$ cat src/rtl/fetch_unit.sv
// fetch_unit: instruction fetch stage in front of a one-cycle-latency
// synchronous memory. Owns the program counter, keeps at most two fetched
// words (buffered plus in flight), and hands instructions to the decoder
// over a valid/ready handshake. Supports branch redirect and a global halt.
module fetch_unit #(
    parameter logic [15:0] RESET_PC = 16'h0000
) (
    input  logic        i_clk,
    input  logic        i_reset,
    input  logic        i_halt,
    output logic [15:0] o_memory_address,
    output logic        o_memory_re,
    input  logic [15:0] i_memory_data,
    output logic [15:0] o_instr,
    output logic [15:0] o_instr_pc,
    output logic        o_instr_valid,
    input  logic        i_instr_ready,
    input  logic        i_redirect,
    input  logic [15:0] i_redirect_pc
);

    // Fetch-side state
    logic [15:0] pc_reg;
    logic        inflight_reg;
    logic [15:0] inflight_pc_reg;
    logic        drop_reg;

    // Prefetch buffer bookkeeping
    logic [1:0]  count_reg, count_next;
    logic        rd_ptr_reg, rd_ptr_next;
    logic        wr_ptr_reg, wr_ptr_next;

    // Per-cycle control
    logic        advance;
    logic        pop;
    logic        issue;
    logic        capture;
    logic [2:0]  credit;

    // Everything freezes while halted, in lockstep with the memory clock gate.
    assign advance = ~i_halt;

    assign o_instr_valid = (count_reg != 2'd0) & ~i_halt;
    assign pop           = o_instr_valid & i_instr_ready;

    // Words already owned (buffered + in flight) after this cycle's pop.
    // A new read is only issued when it is sure to find a free slot.
    assign credit = {1'b0, count_reg} + {2'b00, inflight_reg} - {2'b00, pop};

    // Reset is folded in so no read strobe escapes while reset is held.
    assign issue = ~i_reset & ~i_halt & ~i_redirect & (credit < 3'd2);

    assign o_memory_re      = issue;
    assign o_memory_address = pc_reg;

    // The word returning this cycle is kept unless a redirect discards it.
    assign capture = advance & inflight_reg & ~drop_reg & ~i_redirect;

    // Program counter and in-flight tracking.
    // A redirect never issues in the same cycle, so the in-flight word at the
    // redirect edge is simply not captured and nothing is left outstanding;
    // drop therefore only ever clears here and stays as a safety net.
    always_ff @(posedge i_clk or posedge i_reset) begin
        if (i_reset) begin
            pc_reg          <= RESET_PC;
            inflight_reg    <= 1'b0;
            inflight_pc_reg <= RESET_PC;
            drop_reg        <= 1'b0;
        end else if (advance) begin
            if (i_redirect) begin
                pc_reg <= i_redirect_pc;
            end else if (issue) begin
                pc_reg <= pc_reg + 16'd1;
            end
            inflight_reg <= issue;
            if (issue) begin
                inflight_pc_reg <= pc_reg;
            end
            if (inflight_reg) begin
                drop_reg <= 1'b0;
            end
        end
    end

    // Next-state for buffer occupancy and pointers; redirect flushes all.
    always_comb begin
        count_next  = count_reg;
        rd_ptr_next = rd_ptr_reg;
        wr_ptr_next = wr_ptr_reg;
        if (advance) begin
            if (i_redirect) begin
                count_next  = 2'd0;
                rd_ptr_next = 1'b0;
                wr_ptr_next = 1'b0;
            end else begin
                if (capture) begin
                    wr_ptr_next = ~wr_ptr_reg;
                end
                if (pop) begin
                    rd_ptr_next = ~rd_ptr_reg;
                end
                count_next = count_reg + {1'b0, capture} - {1'b0, pop};
            end
        end
    end

    // Buffer occupancy and pointer registers.
    always_ff @(posedge i_clk or posedge i_reset) begin
        if (i_reset) begin
            count_reg  <= 2'd0;
            rd_ptr_reg <= 1'b0;
            wr_ptr_reg <= 1'b0;
        end else begin
            count_reg  <= count_next;
            rd_ptr_reg <= rd_ptr_next;
            wr_ptr_reg <= wr_ptr_next;
        end
    end

    // One storage slot per buffer entry, written when selected by wr_ptr.
    for (genvar gi = 0; gi < 2; gi++) begin : gen_entry
        localparam logic SLOT = 1'(gi);
        logic [15:0] entry_pc_reg;
        logic [15:0] entry_instr_reg;

        // Capture the returning word and its address into this slot.
        always_ff @(posedge i_clk or posedge i_reset) begin
            if (i_reset) begin
                entry_pc_reg    <= 16'h0000;
                entry_instr_reg <= 16'h0000;
            end else if (capture && (wr_ptr_reg == SLOT)) begin
                entry_pc_reg    <= inflight_pc_reg;
                entry_instr_reg <= i_memory_data;
            end
        end
    end

    // Head of the buffer goes to the decoder.
    always_comb begin
        o_instr    = gen_entry[0].entry_instr_reg;
        o_instr_pc = gen_entry[0].entry_pc_reg;
        if (rd_ptr_reg) begin
            o_instr    = gen_entry[1].entry_instr_reg;
            o_instr_pc = gen_entry[1].entry_pc_reg;
        end
    end

endmodule

$ cat config.mk
export PLATFORM = sky130hd
export DESIGN_NAME = fetch_unit
export DESIGN_NICKNAME = d
export VERILOG_FILES = /design/src/rtl/fetch_unit.sv
export SDC_FILE = /design/constraint.sdc
export NUM_CORES = 1
export LEC_CHECK = 0
export CORE_MARGIN = 3
export CORE_UTILIZATION = 57
export CTS_CLUSTER_DIAMETER = 150
export CTS_CLUSTER_SIZE = 24
export DETAILED_ROUTE_END_ITERATION = 12
export PLACE_DENSITY = 0.95
export SLEW_MARGIN = 15
export SYNTH_ARGS = -nofsm -noshare
export SYNTH_HDL_FRONTEND = slang
export SYNTH_SLANG_ARGS = --single-unit
$ cat constraint.sdc
create_clock -name i_clk -period 8.6 [get_ports i_clk]
set_clock_uncertainty 0.05 [all_clocks]
set_input_delay 2.58 -clock i_clk [delete_from_list [all_inputs] [get_ports i_clk]]
set_output_delay 2.58 -clock i_clk [all_outputs]
set_load 0.005 [all_outputs]
==> flow_summary_export.csv <==
group,metric,value,unit
sta,setup_viol,0,
synth,syn-num-nets,417,
power_and_ir_drop,netSwitchingPower,0.0006160,W
global_route,grt_max_degree,72,
worst_setup_path,r2r_setup_slack,5420,ps
power_and_ir_drop,p_seq_share,43.3,%
worst_setup_path,worstPathArrival,5340,ps
global_route,overflow,0,
worst_setup_path,worstPathCellList,"clkdlybuf4s50_1 -> o21ba_2 -> and2_1 -> ha_1 -> nand2b_1 -> fa_1 -> nand2b_1 -> nor2_2 -> nand2_4 -> inv_1 -> clkdlybuf4s50_1",
die,start_util,60.69,%
power_and_ir_drop,p_comb_share,41.3,%
cts,clock_path_buffers,2,
drt,viasPerCell,5.954,
power_and_ir_drop,power.density,328.8,mW/mm2
power_and_ir_drop,intPower,0.001342,W
drt,first_pass_iters,7,
die,core,0.007968,mm2
drt,wl_per_cell,18.52,um
layout,n_fill_cell,528,
sta,min_period_over_period,92.71,%
global_route,antenna_found_initial,0,
cts,post_cts_buffers,0,
synth,avgSynthCellArea,12.90,um2
sta,period_needed,7973,ps
run_status,outcome,"completed",
synth,synthArstFlopShare,100.0,%
cts,postCtsHoldBufs,0,
drt,drc_errors,0,
sta,slew_violations,0,
worst_hold_path,whs_path_depth,1,
cts,clkTransAtPathRegs,90,ps
synth,synth_top_area_share,52.26,%
layout,drive_gt1_share,31.02,%
cts,htree_levels,3,
layout,multi_input_area,0.002160,mm2
sta,clock.fmax,0.1254,GHz
sta,maxSlewHeadroom,34.86,%
worst_setup_path,cp-end-kind,"primary output",
power_and_ir_drop,pwr-share-clk,15.4,%
worst_hold_path,hold_class,"reg -> reg",
sta,worstMarginPinSlew,974.8,ps
layout,antenna_cells,0,
placed_design,portBuffers,86,
placed_design,gp_congestion,0.9379,
global_route,grt_usage,22.62,%
worst_setup_path,critPathKind,"in -> out",
drt,postRouteAntennaNets,0,
drt,wirelength,10.43,mm
worst_setup_path,timing.rr.end,"inflight_pc_reg[8]",
synth,synth_cells,375,
layout,area_delta_synth_final,23.13,%
cts,cts.sinks,101,
power_and_ir_drop,cellLeakagePower,2.595,nW
placed_design,dp_hpwl,7.276,mm
placed_design,place_ws,631.7,ps
synth,yosys.area.top_type,"dfrtp_1",
cts,clk_latency,360,ps
worst_setup_path,cpPeakStageDelay,510,ps
drt,first_iter_violations,220,
synth,synth_edf_count,0,
worst_hold_path,min_from,"gen_entry[0].entry_pc_reg[13]",
die,die_w,98.11,um
drt,num_vias,3352,
global_route,grt_pass1_vias,3442,
sta,finalHoldViolations,0,
die,die_h,98.11,um
run,drv_cap,0,
synth,synth-seq-cells,101,
layout,layout.nets,498,
cts,root_buffer,"clkbuf_8",
global_route,grt_pass1_wl,17.55,mm
worst_setup_path,crit_path_start_kind,"input pin",
worst_setup_path,slowest_stage,"fa_1",
synth,yosys_warnings,0,
cts,cts_tree,"yes",
synth,ys_top_cells_by_area,"dfrtp_1, mux2_2, mux2_4, o21ai_0, nand2_1",
synth,synth.distinct_cells,53,
worst_setup_path,r2r-start,"count_reg[1]",
die,die_area,0.009626,mm2
die,pin_count,87,
layout,final_util,74.73,%
worst_hold_path,hold_end,"gen_entry[0].entry_pc_reg[13]",
sta,setup_slack,627.0,ps
power_and_ir_drop,swShare,31.46,%
cts,cts_resized,0,
power_and_ir_drop,total_power,0.001958,W
synth,ys_seq_area_share,52.26,%
sta,rsz0062_at_grt,"false",
synth,synthFlopType,"dfrtp_1",
synth,synth_area,0.004836,mm2
sta,setup_tns,0,ps
worst_setup_path,path_max_fanout,4,
layout,ff_latch_area,0.002527,mm2
die,rows,32,
power_and_ir_drop,peakVddDrop,0.1657,mV
cts,cts_buffers,9,
worst_setup_path,r2r_cells,10,
worst_setup_path,cp.required,5970,ps
[cell usage after synthesis, types with 5 or more instances]
library cell / count
nor3_1: 7
dfrtp_1: 101
a21oi_1: 13
nand2_1: 18
inv_1: 8
clkbuf_1: 7
nand3_1: 6
buf_2: 5
nor2_1: 11
buf_4: 7
mux2_4: 8
mux2_2: 102
o21ai_0: 16
[layout by cell type (no fill, tap or decap), types with 6 or more instances in the layout]
cell | netlist | routed
clkdlybuf4s50_1 | 0 | 86
a21oi_1 | 13 | 13
nor3_1 | 7 | 7
clkbuf_8 | 0 | 10
mux2_4 | 8 | 8
dfrtp_1 | 101 | 101
mux2_2 | 102 | 102
nand3_1 | 6 | 6
inv_1 | 8 | 7
nor2_1 | 11 | 11
nand2_1 | 18 | 18
buf_4 | 7 | 6
o21ai_0 | 16 | 16
[power by group through the flow]
stage	registers [W]	clock network [W]	logic, W
after floorplan	0.000785	0	0.000490
after global placement	0.000836	0	0.000787
after detailed placement	0.000857	0	0.000811
after CTS	0.000849	0.000308	0.000820
after global routing	0.000881	0.000322	0.000877
final	0.000848	0.000301	0.000809
[cells by family (layout without fill, tap and decap cells)]
logic type	count (synthesis)	in the layout	synth area share (%)
muxes	114	114	27.12
DFF	101	101	52.26
and+or+nand+nor	70	70	8.124
AOI/OAI and AO/OA	52	52	7.167
buffers and inverters	30	116	3.182
adders and majority gates	5	5	1.449
xor gates and xnor gates	3	3	0.6987
[metrics by stage]
step / cells / hold slack, ps / area, um2
finish: 563 / 453.6 / 5954
global placement: 547 / 413.2 / 5753
global route: 563 / 471.7 / 5954
detailed placement: 547 / 439.5 / 5753
floorplan: 375 / 402.2 / 4836
CTS: 563 / 461.3 / 5954
[critical path, delay by kind of cell]
kind | cells | cell delay (ps)
adder cells (fa/ha/maj) | 2 | 770
buffers and inverters | 3 | 960
AO/OA/AOI/OAI | 1 | 250
AND/OR/NAND/NOR | 5 | 790
[cell type report]
type | instances | share of cell area [%]
Sequential cell | 101 | 42.45
Multi-Input combinational cell | 244 | 36.27
Timing Repair Buffer | 92 | 15.21
Clock buffer | 11 | 2.374
Tap cell | 102 | 2.143
Clock inverter | 5 | 1.009
Inverter | 8 | 0.5463
[layer usage]
metal,part of all wire [%],GRT usage [%],vias up
met5,0,0,-
met4,2.5,7.881,0
met3,6.3,3.214,34
met2,48,36.39,158
met1,43,31.70,1640
li1,-,-,1520
[how the worst max path moves through the flow]
stage,start,end,slack [ps],cells after the start
final,i_halt,o_memory_re,630,11
after detailed placement,i_halt,o_memory_re,630,11
after CTS,i_halt,o_memory_re,620,11
after global placement,i_halt,o_memory_re,720,11
after floorplan,i_halt,o_memory_re,1470,10
after global routing,i_halt,o_memory_re,520,11
No activity file was read; power rests on OpenSTA's default activity.
